<file path="config.mk">
export PLATFORM = sky130hd
export DESIGN_NAME = phy_write_sequencer
export DESIGN_NICKNAME = d
export VERILOG_FILES = /design/src/rtl/phy_write_sequencer_pkg.sv /design/src/rtl/phy_wr_cwl_queue.sv /design/src/rtl/phy_write_sequencer.sv
export SDC_FILE = /design/constraint.sdc
export NUM_CORES = 1
export LEC_CHECK = 0
export CELL_PAD_IN_SITES_DETAIL_PLACEMENT = 1
export CELL_PAD_IN_SITES_GLOBAL_PLACEMENT = 1
export CORE_AREA = 4 4 77 79
export DETAILED_ROUTE_END_ITERATION = 7
export DIE_AREA = 0 0 81 83
export HOLD_SLACK_MARGIN = 0.1
export PLACE_DENSITY = 0.85
export SLEW_MARGIN = 10
export SYNTH_ARGS = -nofsm -noshare
export SYNTH_HDL_FRONTEND = slang
export SYNTH_SLANG_ARGS = --single-unit
</file>
<file path="constraint.sdc">
create_clock -name clk2x -period 3.2 [get_ports clk2x]
set_input_delay 0.96 -clock clk2x [delete_from_list [all_inputs] [get_ports clk2x]]
set_output_delay 0.96 -clock clk2x [all_outputs]
set_load 0.01 [all_outputs]
</file>
<file path="src/rtl/phy_write_sequencer_pkg.sv">
// Shared PHY write-path types: sequencer FSM states and timing constants.
// PHY_WR_PREAMBLE_EN selects how far ahead an IDLE launch has to be decided.
package phy_write_sequencer_pkg;

    typedef enum logic [1:0] {
        IDLE  = 2'd0,
        PRE   = 2'd1,
        BURST = 2'd2
    } wr_state_t;

    localparam int DEFAULT_BURST_LENGTH = 8;
    localparam int MIN_CWL              = 2;

    // Cycles before the first beat at which a launch from IDLE is taken.
`ifdef PHY_WR_PREAMBLE_EN
    localparam int IDLE_LAUNCH_LEAD = 2;
`else
    localparam int IDLE_LAUNCH_LEAD = 1;
`endif

endpackage

</file>
<file path="src/rtl/phy_wr_cwl_queue.sv">
// In-order queue of accepted WRITE commands, each holding a countdown to its first data beat.
// All occupied counters tick down together; only the head is examined for launch.
module phy_wr_cwl_queue
    import phy_write_sequencer_pkg::*;
#(
    parameter int  DEPTH     = 4,
    parameter int  CWL_WIDTH = 6,
    parameter int  LEAD      = 1,
    localparam int CNT_W     = $clog2(DEPTH) + 1,
    localparam int PTR_W     = (DEPTH > 1) ? $clog2(DEPTH) : 1
) (
    input  logic                 clk2x,
    input  logic                 rst,
    input  logic                 push,
    input  logic [CWL_WIDTH-1:0] cwl,
    input  logic                 pop,
    output logic [CNT_W-1:0]     count,
    output logic                 head_due,
    output logic                 head_due_next,
    output logic                 head_lead
);

    logic [CWL_WIDTH-1:0] slot_cnt [DEPTH];
    logic [PTR_W-1:0]     rd_ptr;
    logic [PTR_W-1:0]     wr_ptr;
    logic [CWL_WIDTH-1:0] load_val;
    logic [CWL_WIDTH-1:0] head_cnt;
    logic                 head_valid;

    // Counter = cycles until the first beat; the accept cycle already counts as one.
    assign load_val = (cwl > CWL_WIDTH'(MIN_CWL)) ? cwl - CWL_WIDTH'(1)
                                                  : CWL_WIDTH'(MIN_CWL - 1);

    assign head_valid    = (count != '0);
    assign head_cnt      = slot_cnt[rd_ptr];
    assign head_due      = head_valid && (head_cnt == '0);
    assign head_due_next = head_valid && (head_cnt == CWL_WIDTH'(1));
    assign head_lead     = head_valid && (head_cnt == CWL_WIDTH'(LEAD));

    function automatic logic [PTR_W-1:0] ptr_inc(input logic [PTR_W-1:0] p);
        return (p == PTR_W'(DEPTH - 1)) ? '0 : p + PTR_W'(1);
    endfunction

    always_ff @(posedge clk2x or negedge rst) begin
        if (!rst) begin
            for (int i = 0; i < DEPTH; i++) begin
                slot_cnt[i] <= '0;
            end
            rd_ptr <= '0;
            wr_ptr <= '0;
            count  <= '0;
        end else begin
            for (int i = 0; i < DEPTH; i++) begin
                if (slot_cnt[i] != '0) begin
                    slot_cnt[i] <= slot_cnt[i] - CWL_WIDTH'(1);
                end
            end
            if (push) begin
                slot_cnt[wr_ptr] <= load_val;
                wr_ptr           <= ptr_inc(wr_ptr);
            end
            if (pop) begin
                rd_ptr <= ptr_inc(rd_ptr);
            end
            if (push && !pop) begin
                count <= count + CNT_W'(1);
            end else if (pop && !push) begin
                count <= count - CNT_W'(1);
            end
        end
    end

endmodule

</file>
<file path="src/rtl/phy_write_sequencer.sv">
// Turns WRITE command issue into a data-drive window tCWL later, chaining bursts back to back.
// PHY_WR_PREAMBLE_EN inserts a DQS preamble cycle ahead of bursts launched from IDLE.
module phy_write_sequencer
    import phy_write_sequencer_pkg::*;
#(
    parameter int  BURST_LENGTH = DEFAULT_BURST_LENGTH,
    parameter int  MAX_PENDING  = 4,
    parameter int  CWL_WIDTH    = 6,
    localparam int CNT_W        = $clog2(MAX_PENDING) + 1
) (
    input  logic                 clk2x,
    input  logic                 rst,
    input  logic                 wr_cmd_valid,
    output logic                 wr_cmd_ready,
    input  logic [CWL_WIDTH-1:0] cwl_cycles,
    output logic                 drive_en,
    output logic                 preamble,
    output logic                 burst_done,
    output logic [CNT_W-1:0]     pending_cnt,
    output logic                 busy,
    output logic                 err_overlap
);

    localparam int BEAT_W = $clog2(BURST_LENGTH);

    wr_state_t         state;
    logic [BEAT_W-1:0] beat;
    logic              accept;
    logic              launch;
    logic              launch_idle;
    logic              last_beat;
    logic              late;
    logic              err_set;
    logic              head_due;
    logic              head_due_next;
    logic              head_lead;

    assign wr_cmd_ready = (pending_cnt < CNT_W'(MAX_PENDING));
    assign accept       = wr_cmd_valid && wr_cmd_ready;
    assign last_beat    = (state == BURST) && (beat == BEAT_W'(BURST_LENGTH - 1));
    assign launch_idle  = (state == IDLE) && (head_lead || head_due_next || head_due);
    assign launch       = launch_idle || (last_beat && (head_due_next || head_due));

    // A launch is late when the head has already passed the point it should have gone at.
    assign late    = launch && (launch_idle ? !head_lead : head_due);
    assign err_set = late
                  || (wr_cmd_valid && !wr_cmd_ready)
                  || ((state == BURST) && !last_beat && head_due);
    assign busy    = (pending_cnt != '0) || (state != IDLE);

    phy_wr_cwl_queue #(
        .DEPTH     (MAX_PENDING),
        .CWL_WIDTH (CWL_WIDTH),
        .LEAD      (IDLE_LAUNCH_LEAD)
    ) u_queue (
        .clk2x         (clk2x),
        .rst           (rst),
        .push          (accept),
        .cwl           (cwl_cycles),
        .pop           (launch),
        .count         (pending_cnt),
        .head_due      (head_due),
        .head_due_next (head_due_next),
        .head_lead     (head_lead)
    );

`ifdef PHY_WR_PREAMBLE_EN
    logic pre_q;
    assign preamble = pre_q;
`else
    assign preamble = 1'b0;
`endif

    always_ff @(posedge clk2x or negedge rst) begin
        if (!rst) begin
            state       <= IDLE;
            beat        <= '0;
            drive_en    <= 1'b0;
            burst_done  <= 1'b0;
            err_overlap <= 1'b0;
`ifdef PHY_WR_PREAMBLE_EN
            pre_q       <= 1'b0;
`endif
        end else begin
            if (err_set) begin
                err_overlap <= 1'b1;
            end
            case (state)
                IDLE: begin
                    if (launch) begin
`ifdef PHY_WR_PREAMBLE_EN
                        state <= PRE;
                        pre_q <= 1'b1;
`else
                        state    <= BURST;
                        beat     <= '0;
                        drive_en <= 1'b1;
`endif
                    end
                end
                PRE: begin
                    state    <= BURST;
                    beat     <= '0;
                    drive_en <= 1'b1;
`ifdef PHY_WR_PREAMBLE_EN
                    pre_q    <= 1'b0;
`endif
                end
                BURST: begin
                    if (last_beat) begin
                        beat       <= '0;
                        burst_done <= 1'b0;
                        if (!launch) begin
                            state    <= IDLE;
                            drive_en <= 1'b0;
                        end
                    end else begin
                        beat       <= beat + BEAT_W'(1);
                        burst_done <= (beat == BEAT_W'(BURST_LENGTH - 2));
                    end
                end
                default: begin
                    state      <= IDLE;
                    drive_en   <= 1'b0;
                    burst_done <= 1'b0;
                end
            endcase
        end
    end

endmodule

</file>
==> results.sh, run 1 <==
export IMPL_pwr_share_seq_pct=36.6
export IMPL_ys_seq_area_share_pct=39.4
export IMPL_first_global_vias=1921
export IMPL_htreeDepth=2
export IMPL_cts_setup_buffers=0
export IMPL_clk_pin_slew_ns=0.07
export IMPL_grt_util_met3_pct=4.77
export IMPL_fp_dieH_um=83
export IMPL_synth_nets=258
export IMPL_synthCells=229
export IMPL_cp_top_family="buffers and inverters"
export IMPL_slowest_stage="clkdlybuf4s50_1"
export IMPL_synthTopCellsByCount="37 x dfrtp_1, 27 x nand2_1, 19 x ha_1, 19 x inv_1, 15 x xor2_1"
export IMPL_grt_util_met1_pct=20.3
export IMPL_drive_gt1_share_pct=11.6
export IMPL_required_ns=2.24
export IMPL_fin_nets=279
export IMPL_setup_ws_ns=0.609
export IMPL_rows=27
export IMPL_cp_arrival_ns=1.63
export IMPL_insertion_delay_ns=0.30
export IMPL_avgRoutedWirePerCell_um=16.6
export IMPL_grt_busiest_layer="met2"
export IMPL_antenna_found_initial=0
export IMPL_cpPeakStageDelay_ns=0.48
export IMPL_design_core_area_mm2=0.00534
export IMPL_dieArea_mm2=0.00672
export IMPL_drc=0
export IMPL_drtIter0Drc=73
export IMPL_clockBufferDepth=2
export IMPL_utilization_pct=50.1
export IMPL_path_buf_inv=2
export IMPL_grt_use_met2_pct=32.6
export IMPL_vdd_drop_max_uv=330
export IMPL_synth_flop_cell="dfrtp_1"
export IMPL_synthArstFlopShare_pct=100
export IMPL_synth_area_leader_cell="dfrtp_1"
export IMPL_via_per_inst=5.36
export IMPL_area_growth_pct=13.8
export IMPL_ys_ff_latch=37
export IMPL_dpl_worst_slack_ns=0.348
export IMPL_maxCapViolations=0
export IMPL_synthesis_area_mm2=0.00235
export IMPL_fin_skew_ns=0.00821
export IMPL_switchingPower_uw=1150
export IMPL_ant_nets=0
export IMPL_placed_cells=315
export IMPL_synth_top_area_share_pct=39.4
export IMPL_synth_distinct_cells=40
export IMPL_synth_edf_count=0
export IMPL_switching_share_pct=41.5
export IMPL_overflow=0
export IMPL_ctsRootBufferMaster="clkbuf_8"
export IMPL_yosysWarnings=0
export IMPL_grt_pass1_wl_mm=9.24
export IMPL_die_w_um=81
export IMPL_wl_mm=5.38
export IMPL_grt_setup_unrepaired="false"
export IMPL_final_min_clock_period_ns=2.59
export IMPL_fmax_mhz=386
export IMPL_crit_path_end_kind="output port"
export IMPL_maxSlewHeadroom_pct=42.1
export IMPL_synth_area_per_cell_um2=10.3
export IMPL_crit_type="register to output port"
export IMPL_cts_tree="built"
export IMPL_combPwrFrac_pct=50.0
export IMPL_grt_max_degree=38
export IMPL_dpl_hpwl_mm=4.21
export IMPL_clkPwrFrac_pct=13.3
export IMPL_synthTopCellsByArea="dfrtp_1 39%, ha_1 10%, xor2_1 5.6%"
export IMPL_crit_path_start_kind="register"
export IMPL_timing_final_crit_share_pct=81.0
export IMPL_port_buffers=16
export IMPL_hold_buffers=0
export IMPL_cts_sinks=37
export IMPL_io_pins=18
export IMPL_cts_inserted_buffers=5
export IMPL_gp_congestion=0.785
export IMPL_outcome="completed"
export IMPL_drt_pass1_iter_count=4
export IMPL_hold_viol=0
export IMPL_tightest_slew_ns=0.869
export IMPL_yosysMostFrequentCell="dfrtp_1"
export IMPL_setup_tns_ns=0
export IMPL_gr_usage_all_layers_pct=17.9
export IMPL_cts_resized_gates=0
export IMPL_fin_cells=323
export IMPL_slew_viol_final=0
export IMPL_crit_chain="nor3_1 -> buf_4 -> nand2_1 -> clkdlybuf4s50_1"
export IMPL_cellPowerDensity_mw_per_mm2=1040
export IMPL_p_int_uw=1620
export IMPL_finalSetupViolations=0
export IMPL_cp_max_fo=5
export IMPL_power_leakage_uw=0.00126
export IMPL_initial_core_util_pct=44.0
export IMPL_dr_total_vias=1731
export IMPL_antenna_cells=0
export IMPL_min_delay_path_class="register to register"
[per-stage QoR]
| step | cell area [µm²] | hold slack, ns | power (µW) |
|---|---|---|---|
| after floorplan | 2350 | 0.491 | 2030 |
| after global placement | 2570 | 0.455 | 2300 |
| after detailed placement | 2570 | 0.485 | 2420 |
| after CTS | 2670 | 0.504 | 2810 |
| after global routing | 2670 | 0.529 | 3030 |
| final | 2670 | 0.494 | 2780 |
[logic make-up (layout without fill, tap and decap cells)]
logic type / Yosys count / count (layout) / share of synthesized area, %
muxes: 20 / 20 / 10.8
buffers and inverters: 23 / 45 / 4.63
and+or+nand+nor: 73 / 73 / 15.3
DFF: 37 / 37 / 39.4
other: 1 / 1 / 0.160
adders and majority gates: 20 / 20 / 11.0
AOI/OAI and AO/OA: 30 / 30 / 9.38
xor gates and xnor gates: 25 / 25 / 9.32
[final cells by class]
cell class                 count  area (µm²)
fill                         640        2670
multi-input combinational    169        1310
sequential                    37         926
timing repair buffer          18         170
clock buffer                   7        96.3
tap                           72        90.1
inverter                      19        71.3
clock inverter                 1        5.00
[registers in the layout (all words and copies together) (netlist names)]
name,cells
drive_en,1
u_queue.slot_cnt,24
u_queue.wr_ptr,2
burst_done,1
err_overlap,1
u_queue.rd_ptr,2
beat,3
u_queue.count,3
[path summary, 6_finish.rpt]
check | slack (ns) | end | cells after the start | start
hold reg to reg | 0.49 | err_overlap | 2 | err_overlap
hold / removal | 0.49 | err_overlap | 2 | err_overlap
min in group asynchronous | 0.77 | drive_en | 1 | rst
max in group asynchronous | 1.88 | u_queue.slot_cnt[3] | 1 | rst
setup / recovery | 0.61 | busy | 4 | u_queue.count[2]
setup reg to reg | 0.65 | u_queue.count[1] | 7 | u_queue.rd_ptr[0]
[power by group through the flow]
stage | clock network [µW] | logic [µW] | registers [µW]
5_1_grt | 402 | 1570 | 1060
3_3_place_gp | 0 | 1300 | 1000
2_1_floorplan | 0 | 1100 | 933
3_5_place_dp | 0 | 1410 | 1020
4_1_cts | 374 | 1420 | 1020
6_report | 370 | 1390 | 1020
[metal layers]
| layer | vias up | routed length (µm) | part of all wire [%] |
|---|---|---|---|
| met5 | - | 0 | 0 |
| met4 | 0 | 46 | 0.86 |
| met3 | 5 | 187 | 3.5 |
| met2 | 26 | 2890 | 54 |
| met1 | 863 | 2250 | 42 |
| li1 | 837 | - | - |
[cell usage in the layout, fill, tap and decap left out, types with 2 or more instances in the layout]
cell type	netlist	routed
mux2i_1	10	10
clkbuf_8	0	7
o22ai_1	13	13
nor4_1	3	3
mux2_2	5	5
xnor2_1	10	10
mux2_4	2	2
clkdlybuf4s50_1	0	15
ha_1	19	19
mux4_2	3	3
nor2_1	13	13
nand2_1	27	27
nand3_1	8	8
o21ai_0	6	6
or3_1	2	2
dfrtp_1	37	37
nor3_1	12	12
a31oi_1	2	2
buf_4	1	2
and2b_2	2	2
inv_1	19	19
xor2_1	15	15
[worst reg2reg max path: stages (launching register included)]
cell      delay (ns)
dfrtp_1         0.55
mux4_2          0.63
nor2_8          0.15
o211ai_4        0.10
ha_1            0.22
inv_1           0.09
fa_1            0.43
mux2_2          0.27
Power figures use the tool's default switching activity.
==> run 2: changes to the inputs <==
Settings changed: CORE_AREA 4 4 77 79 to 4 4 80 82, DIE_AREA 0 0 81 83 to 0 0 84 86, PLACE_DENSITY 0.85 to 0.83.
Clock period 3.2 ns to 2.2 ns, I/O delays scaled along.
==> run 2 against run 1 <==
The run now ends with setup timing left. Clock power rose by 28%. Power up 67%. Wire length grew 17%. Hold slack lost 0.20 ns. First-iteration DRC count is 4.1% higher. Register-to-register slack got worse by 0.73 ns. Cell area increased by 16%. Via count up 14%. Largest cell class unchanged. Highest routed layer unchanged.
==> results.sh, run 2 (synthesis gave the netlist of run 1 again) <==
export IMPL_outcome="finished, violations left"
export IMPL_rows=28
export IMPL_slew_viol_final=0
export IMPL_final_min_clock_period_ns=2.28
export IMPL_crit_path_end_kind="register"
export IMPL_hold_viol=0
export IMPL_antenna_cells=0
export IMPL_vdd_drop_max_uv=573
export IMPL_cp_arrival_ns=2.47
export IMPL_drtIter0Drc=76
export IMPL_crit_type="register to register"
export IMPL_power_leakage_uw=0.00152
export IMPL_io_pins=18
export IMPL_timing_final_crit_share_pct=104
export IMPL_min_delay_path_class="input pin to async pin"
export IMPL_mostFrequentLayoutCell="buf_4"
export IMPL_reg2reg_slack_ns=-0.08
export IMPL_fin_area_mm2=0.00310
export IMPL_wl_met3_um=191
export IMPL_design_core_area_mm2=0.00575
export IMPL_p_total_uw=4620
export IMPL_htreeDepth=2
export IMPL_utilization_pct=54.0
export IMPL_die_w_um=84
export IMPL_cp_top_family="adder cells"
export IMPL_dr_total_vias=1972
export IMPL_avgRoutedWirePerCell_um=16.6
export IMPL_cellPowerDensity_mw_per_mm2=1490
export IMPL_drc=0
export IMPL_slowest_stage="or4_4"
export IMPL_dpl_worst_slack_ns=-0.262
export IMPL_dpl_hpwl_mm=4.95
export IMPL_gp_congestion=0.827
export IMPL_insertion_delay_ns=0.30
export IMPL_wl_met1_mm=2.47
export IMPL_fin_skew_ns=0.0142
export IMPL_grt_max_degree=21
export IMPL_drt_pass1_iter_count=4
export IMPL_ctsRootBufferMaster="clkbuf_8"
export IMPL_mostFrequentLayoutCells="53 x buf_4, 35 x dfrtp_1, 27 x nand2_1"
export IMPL_fin_nets=331
export IMPL_crit_path_start_kind="register"
export IMPL_antenna_found_initial=0
export IMPL_via_per_inst=5.22
export IMPL_top_layer_used="met4"
export IMPL_maxCapViolations=0
export IMPL_cts_sinks=37
export IMPL_overflow=0
export IMPL_wl_mm=6.29
export IMPL_dpl_instance_area_mm2=0.00290
export IMPL_clockBufferDepth=2
export IMPL_grt_setup_unrepaired="true"
export IMPL_cts_tree="built"
export IMPL_top_register="u_queue.slot_cnt"
export IMPL_met2_length_mm=3.56
export IMPL_dieArea_mm2=0.00722
export IMPL_fp_dieH_um=86
export IMPL_initial_core_util_pct=40.9
export IMPL_violations="setup timing"
export IMPL_cts_inserted_buffers=5
export IMPL_path_buf_inv=1
export IMPL_required_ns=2.39
export IMPL_port_buffers=16
export IMPL_crit_chain="or4_4 -> a2bb2o_4 -> o211ai_4 -> ha_4 -> inv_2 -> fa_1 -> mux2_2"
export IMPL_drive_gt1_share_pct=29.4
export IMPL_fmax_mhz=439
export IMPL_largest_register_ffs=24
export IMPL_first_global_vias=2159
export IMPL_cpPeakStageDelay_ns=0.56
export IMPL_finalSetupViolations=1
export IMPL_gr_usage_all_layers_pct=18.8
export IMPL_ant_nets=0
export IMPL_clk_pin_slew_ns=0.08
export IMPL_area_growth_pct=32.1
export IMPL_cp_max_fo=2
export IMPL_top_regs="u_queue.slot_cnt: 24 flops, beat: 3 flops, u_queue.count: 3 flops"
export IMPL_setup_ws_ns=-0.0798
export IMPL_grt_pass1_wl_mm=10.6
## run 2: per-layer routing
metal	global-route usage (%)	up-vias
met3	4.23	9
met1	20.4	1001
met4	4.39	0
li1	-	938
met2	37.0	24
met5	0	-
## run 2: cell type report
| cell class | count | area [µm²] |
|---|---|---|
| repair buffers | 70 | 574 |
| well taps | 75 | 93.8 |
| clock buffers | 5 | 68.8 |
| multi-input cells | 169 | 1350 |
| fillers | 673 | 2640 |
| flip-flops and latches | 37 | 928 |
| inverters | 19 | 71.3 |
| clock inverters | 3 | 17.5 |
## run 2: per-stage QoR
step	instances	TNS [ns]	hold WS [ns]
after detailed placement	358	-1.97	0.493
final	378	-0.0798	0.290
after global placement	358	-0.970	0.461
after floorplan	229	-0.0336	0.364
after CTS	374	-0.0744	0.299
after global routing	378	-0.191	0.321
## run 2: worst register-to-register path, cell delays in order, from the launching register on
cell and delay [ns]:
dfrtp_1 0.39, or4_4 0.56, a2bb2o_4 0.23, o211ai_4 0.10, ha_4 0.17, inv_2 0.04
fa_1 0.40, mux2_2 0.27
## run 2: timing repair
item	4_1_cts	5_1_grt
hold buffers	0	0
resized for setup	6	2
setup buffers	8	4
endpoints found under the setup margin	3	3
pin swaps	2	1
## run 2: worst paths after layout
| kind | start | cells past startpoint | endpoint |
|---|---|---|---|
| worst min-delay path | rst | 1 | burst_done |
| max in group asynchronous | rst | 2 | u_queue.slot_cnt[9] |
| worst min register to register | err_overlap | 2 | err_overlap |
| worst max-delay path | u_queue.slot_cnt[2] | 7 | u_queue.count[1] |
| worst max register to register | u_queue.slot_cnt[2] | 7 | u_queue.count[1] |
| min in group clk2x | err_overlap | 2 | err_overlap |
## run 2: report_power, final
part	internal [µW]	leakage (µW)	switching [µW]
clock network	219	0.0000439	256
logic	1500	0.00104	1300
registers	1040	0.000439	308
==> run 3: changes to the inputs <==
Settings changed: ABC_AREA set to 1, CORE_AREA 4 4 80 82 to 4 4 79 81, DIE_AREA 0 0 84 86 to 0 0 83 85, PLACE_DENSITY 0.83 to 0.86.
Clock period 2.2 ns to 2.6 ns, I/O delays scaled along.
==> run 3 against run 2 <==
The flow now finishes without violations. Combinational power is 30% lower. Maximum frequency is 1.0% lower. Sequential power is 13% lower. Sequential cell count stayed put. Largest cell class unchanged.
==> results.sh, run 3 <==
export IMPL_outcome="completed"
export IMPL_fin_cells=384
export IMPL_cts_resized_gates=0
export IMPL_ys_seq_area_share_pct=38.6
export IMPL_mostFrequentLayoutCell="nand2_1"
export IMPL_pwr_share_seq_pct=33.0
export IMPL_clockBufferDepth=2
export IMPL_dieArea_mm2=0.00706
export IMPL_cts_sinks=37
export IMPL_drtIter0Drc=82
export IMPL_port_buffers=16
export IMPL_synthTopCellsByArea="dfrtp_1 39%, ha_1 9.9%, nand2_1 7.3%"
export IMPL_yosysWarnings=0
export IMPL_synth_area_per_cell_um2=8.40
export IMPL_placed_cells=376
export IMPL_cellPowerDensity_mw_per_mm2=1290
export IMPL_slowest_stage="dfrtp_1"
export IMPL_die_w_um=83
export IMPL_initial_core_util_pct=43.9
export IMPL_cp_arrival_ns=2.49
export IMPL_io_pins=18
export IMPL_drive_gt1_share_pct=13.1
export IMPL_switching_share_pct=46.7
export IMPL_grt_pass1_wl_mm=10.2
export IMPL_dr_total_vias=2022
export IMPL_gr_usage_all_layers_pct=17.8
export IMPL_cts_tree="built"
export IMPL_via_per_inst=5.27
export IMPL_dpl_hpwl_mm=4.46
export IMPL_timing_final_crit_share_pct=88.6
export IMPL_mostFrequentLayoutCells="47 x nand2_1, 37 x dfrtp_1, 30 x inv_1"
export IMPL_crit_path_end_kind="register"
export IMPL_synth_distinct_cells=30
export IMPL_top_regs="u_queue.slot_cnt: 24 flops, beat: 3 flops, u_queue.count: 3 flops"
export IMPL_ctsRootBufferMaster="clkbuf_8"
export IMPL_cts_setup_buffers=0
export IMPL_synthTopCellsByCount="47 x nand2_1, 37 x dfrtp_1, 30 x inv_1"
export IMPL_maxSlewHeadroom_pct=43.8
export IMPL_fp_dieH_um=85
export IMPL_clkPwrFrac_pct=11.6
export IMPL_crit_path_start_kind="register"
export IMPL_combPwrFrac_pct=55.4
export IMPL_p_int_uw=1890
export IMPL_crit_type="register to register"
export IMPL_utilization_pct=50.1
export IMPL_wl_mm=5.86
export IMPL_switchingPower_uw=1650
export IMPL_synth_flop_cell="dfrtp_1"
export IMPL_clk_pin_slew_ns=0.08
export IMPL_yosysMostFrequentCell="nand2_1"
export IMPL_synth_area_leader_cell="dfrtp_1"
export IMPL_gp_congestion=0.862
export IMPL_antenna_cells=0
export IMPL_largest_register_ffs=24
export IMPL_design_core_area_mm2=0.00547
export IMPL_tightest_slew_ns=0.843
export IMPL_area_growth_pct=14.3
export IMPL_slew_viol_final=0
export IMPL_synth_edf_count=0
export IMPL_maxCapViolations=0
export IMPL_hold_viol=0
export IMPL_ys_ff_latch=37
export IMPL_fill_cells=678
export IMPL_cts_inserted_buffers=5
export IMPL_vdd_drop_max_uv=454
export IMPL_fmax_mhz=434
export IMPL_crit_chain="ha_1 -> ha_1 -> nor2_1 -> inv_1 -> nand4_2 -> ha_1 -> inv_1 -> fa_1 -> a21oi_1 -> o21ai_0 -> xor2_1"
export IMPL_synthesis_area_mm2=0.00240
export IMPL_synth_nets=315
export IMPL_drt_pass1_iter_count=6
export IMPL_grt_setup_unrepaired="false"
export IMPL_cpPeakStageDelay_ns=0.40
export IMPL_overflow=0
export IMPL_avgRoutedWirePerCell_um=15.3
export IMPL_insertion_delay_ns=0.30
export IMPL_antenna_found_initial=0
export IMPL_drc=0
export IMPL_finalSetupViolations=0
export IMPL_required_ns=2.78
export IMPL_hold_buffers=0
export IMPL_fin_nets=340
export IMPL_ant_nets=0
export IMPL_crit_path_frequent_cell="ha_1"
export IMPL_synthCells=286
export IMPL_cp_max_fo=4
export IMPL_final_min_clock_period_ns=2.30
export IMPL_min_delay_path_class="register to register"
export IMPL_grt_max_degree=38
export IMPL_htreeDepth=2
export IMPL_top_register="u_queue.slot_cnt"
export IMPL_setup_tns_ns=0
export IMPL_synth_top_area_share_pct=38.6
export IMPL_rows=27
export IMPL_first_global_vias=2124
export IMPL_power_leakage_uw=0.00135
export IMPL_fin_skew_ns=0.0171
export IMPL_synthArstFlopShare_pct=100
==> run 3: final cells by class <==
| cell class | instances | area [µm²] | share of cell area (%) |
|---|---|---|---|
| multi-input combinational | 211 | 1310 | 47.8 |
| timing repair buffer | 21 | 193 | 7.02 |
| sequential | 37 | 926 | 33.7 |
| clock buffer | 5 | 68.8 | 2.51 |
| clock inverter | 3 | 17.5 | 0.638 |
| inverter | 35 | 136 | 4.97 |
| tap | 72 | 90.1 | 3.28 |
==> run 3: worst max-delay path, delay by kind of cell, from the launching register on <==
family                     cells  cell delay (ns)
adders and majority gates      4             0.93
DFF                            1             0.40
and+or+nand+nor                2             0.27
AOI/OAI and AO/OA              2             0.26
buffers and inverters          2             0.18
xor gates and xnor gates       1             0.15
==> run 3: routing by layer <==
| metal | GRT usage [%] | part of all wire, % | vias up |
|---|---|---|---|
| li1 | - | - | 993 |
| met3 | 3.01 | 2.1 | 11 |
| met2 | 31.1 | 51 | 22 |
| met4 | 7.13 | 2.2 | 0 |
| met5 | 0 | 0 | - |
| met1 | 21.8 | 45 | 996 |
==> run 3: power groups by stage <==
stage                     clock network (µW)  registers [µW]  logic (µW)
after floorplan                            0            1110        1440
after global placement                     0            1160        1850
after detailed placement                   0            1170        1950
after CTS                                415            1170        1980
after global routing                     439            1210        2250
final                                    411            1170        1960
==> run 3: worst paths after layout <==
kind,slack [ns],startpoint,depth (start not counted),to
max,0.30,beat[0],11,u_queue.count[2]
min,0.49,err_overlap,2,err_overlap
max reg2reg,0.30,beat[0],11,u_queue.count[2]
min reg2reg,0.49,err_overlap,2,err_overlap
max in group asynchronous,1.48,rst,1,u_queue.slot_cnt[14]
min in group asynchronous,0.57,rst,1,u_queue.slot_cnt[18]
==> run 3: metrics by stage <==
| step | area, µm² | hold WS (ns) | setup slack, ns | power [µW] |
|---|---|---|---|---|
| after floorplan | 2400 | 0.484 | 0.411 | 2550 |
| after global placement | 2660 | 0.476 | 0.121 | 3000 |
| after detailed placement | 2660 | 0.476 | 0.0525 | 3120 |
| after CTS | 2740 | 0.502 | 0.274 | 3560 |
| after global routing | 2740 | 0.519 | 0.101 | 3890 |
| final | 2740 | 0.494 | 0.297 | 3540 |
==> run 3: logic make-up after synthesis <==
group | count (synthesis) | share of synthesized area [%]
simple gates | 121 | 24.3
compound gates | 45 | 10.6
buf+inv | 38 | 6.77
flops | 37 | 38.6
xor+xnor | 23 | 8.39
fa+ha+maj | 20 | 10.7
other cells | 1 | 0.156
mux | 1 | 0.469
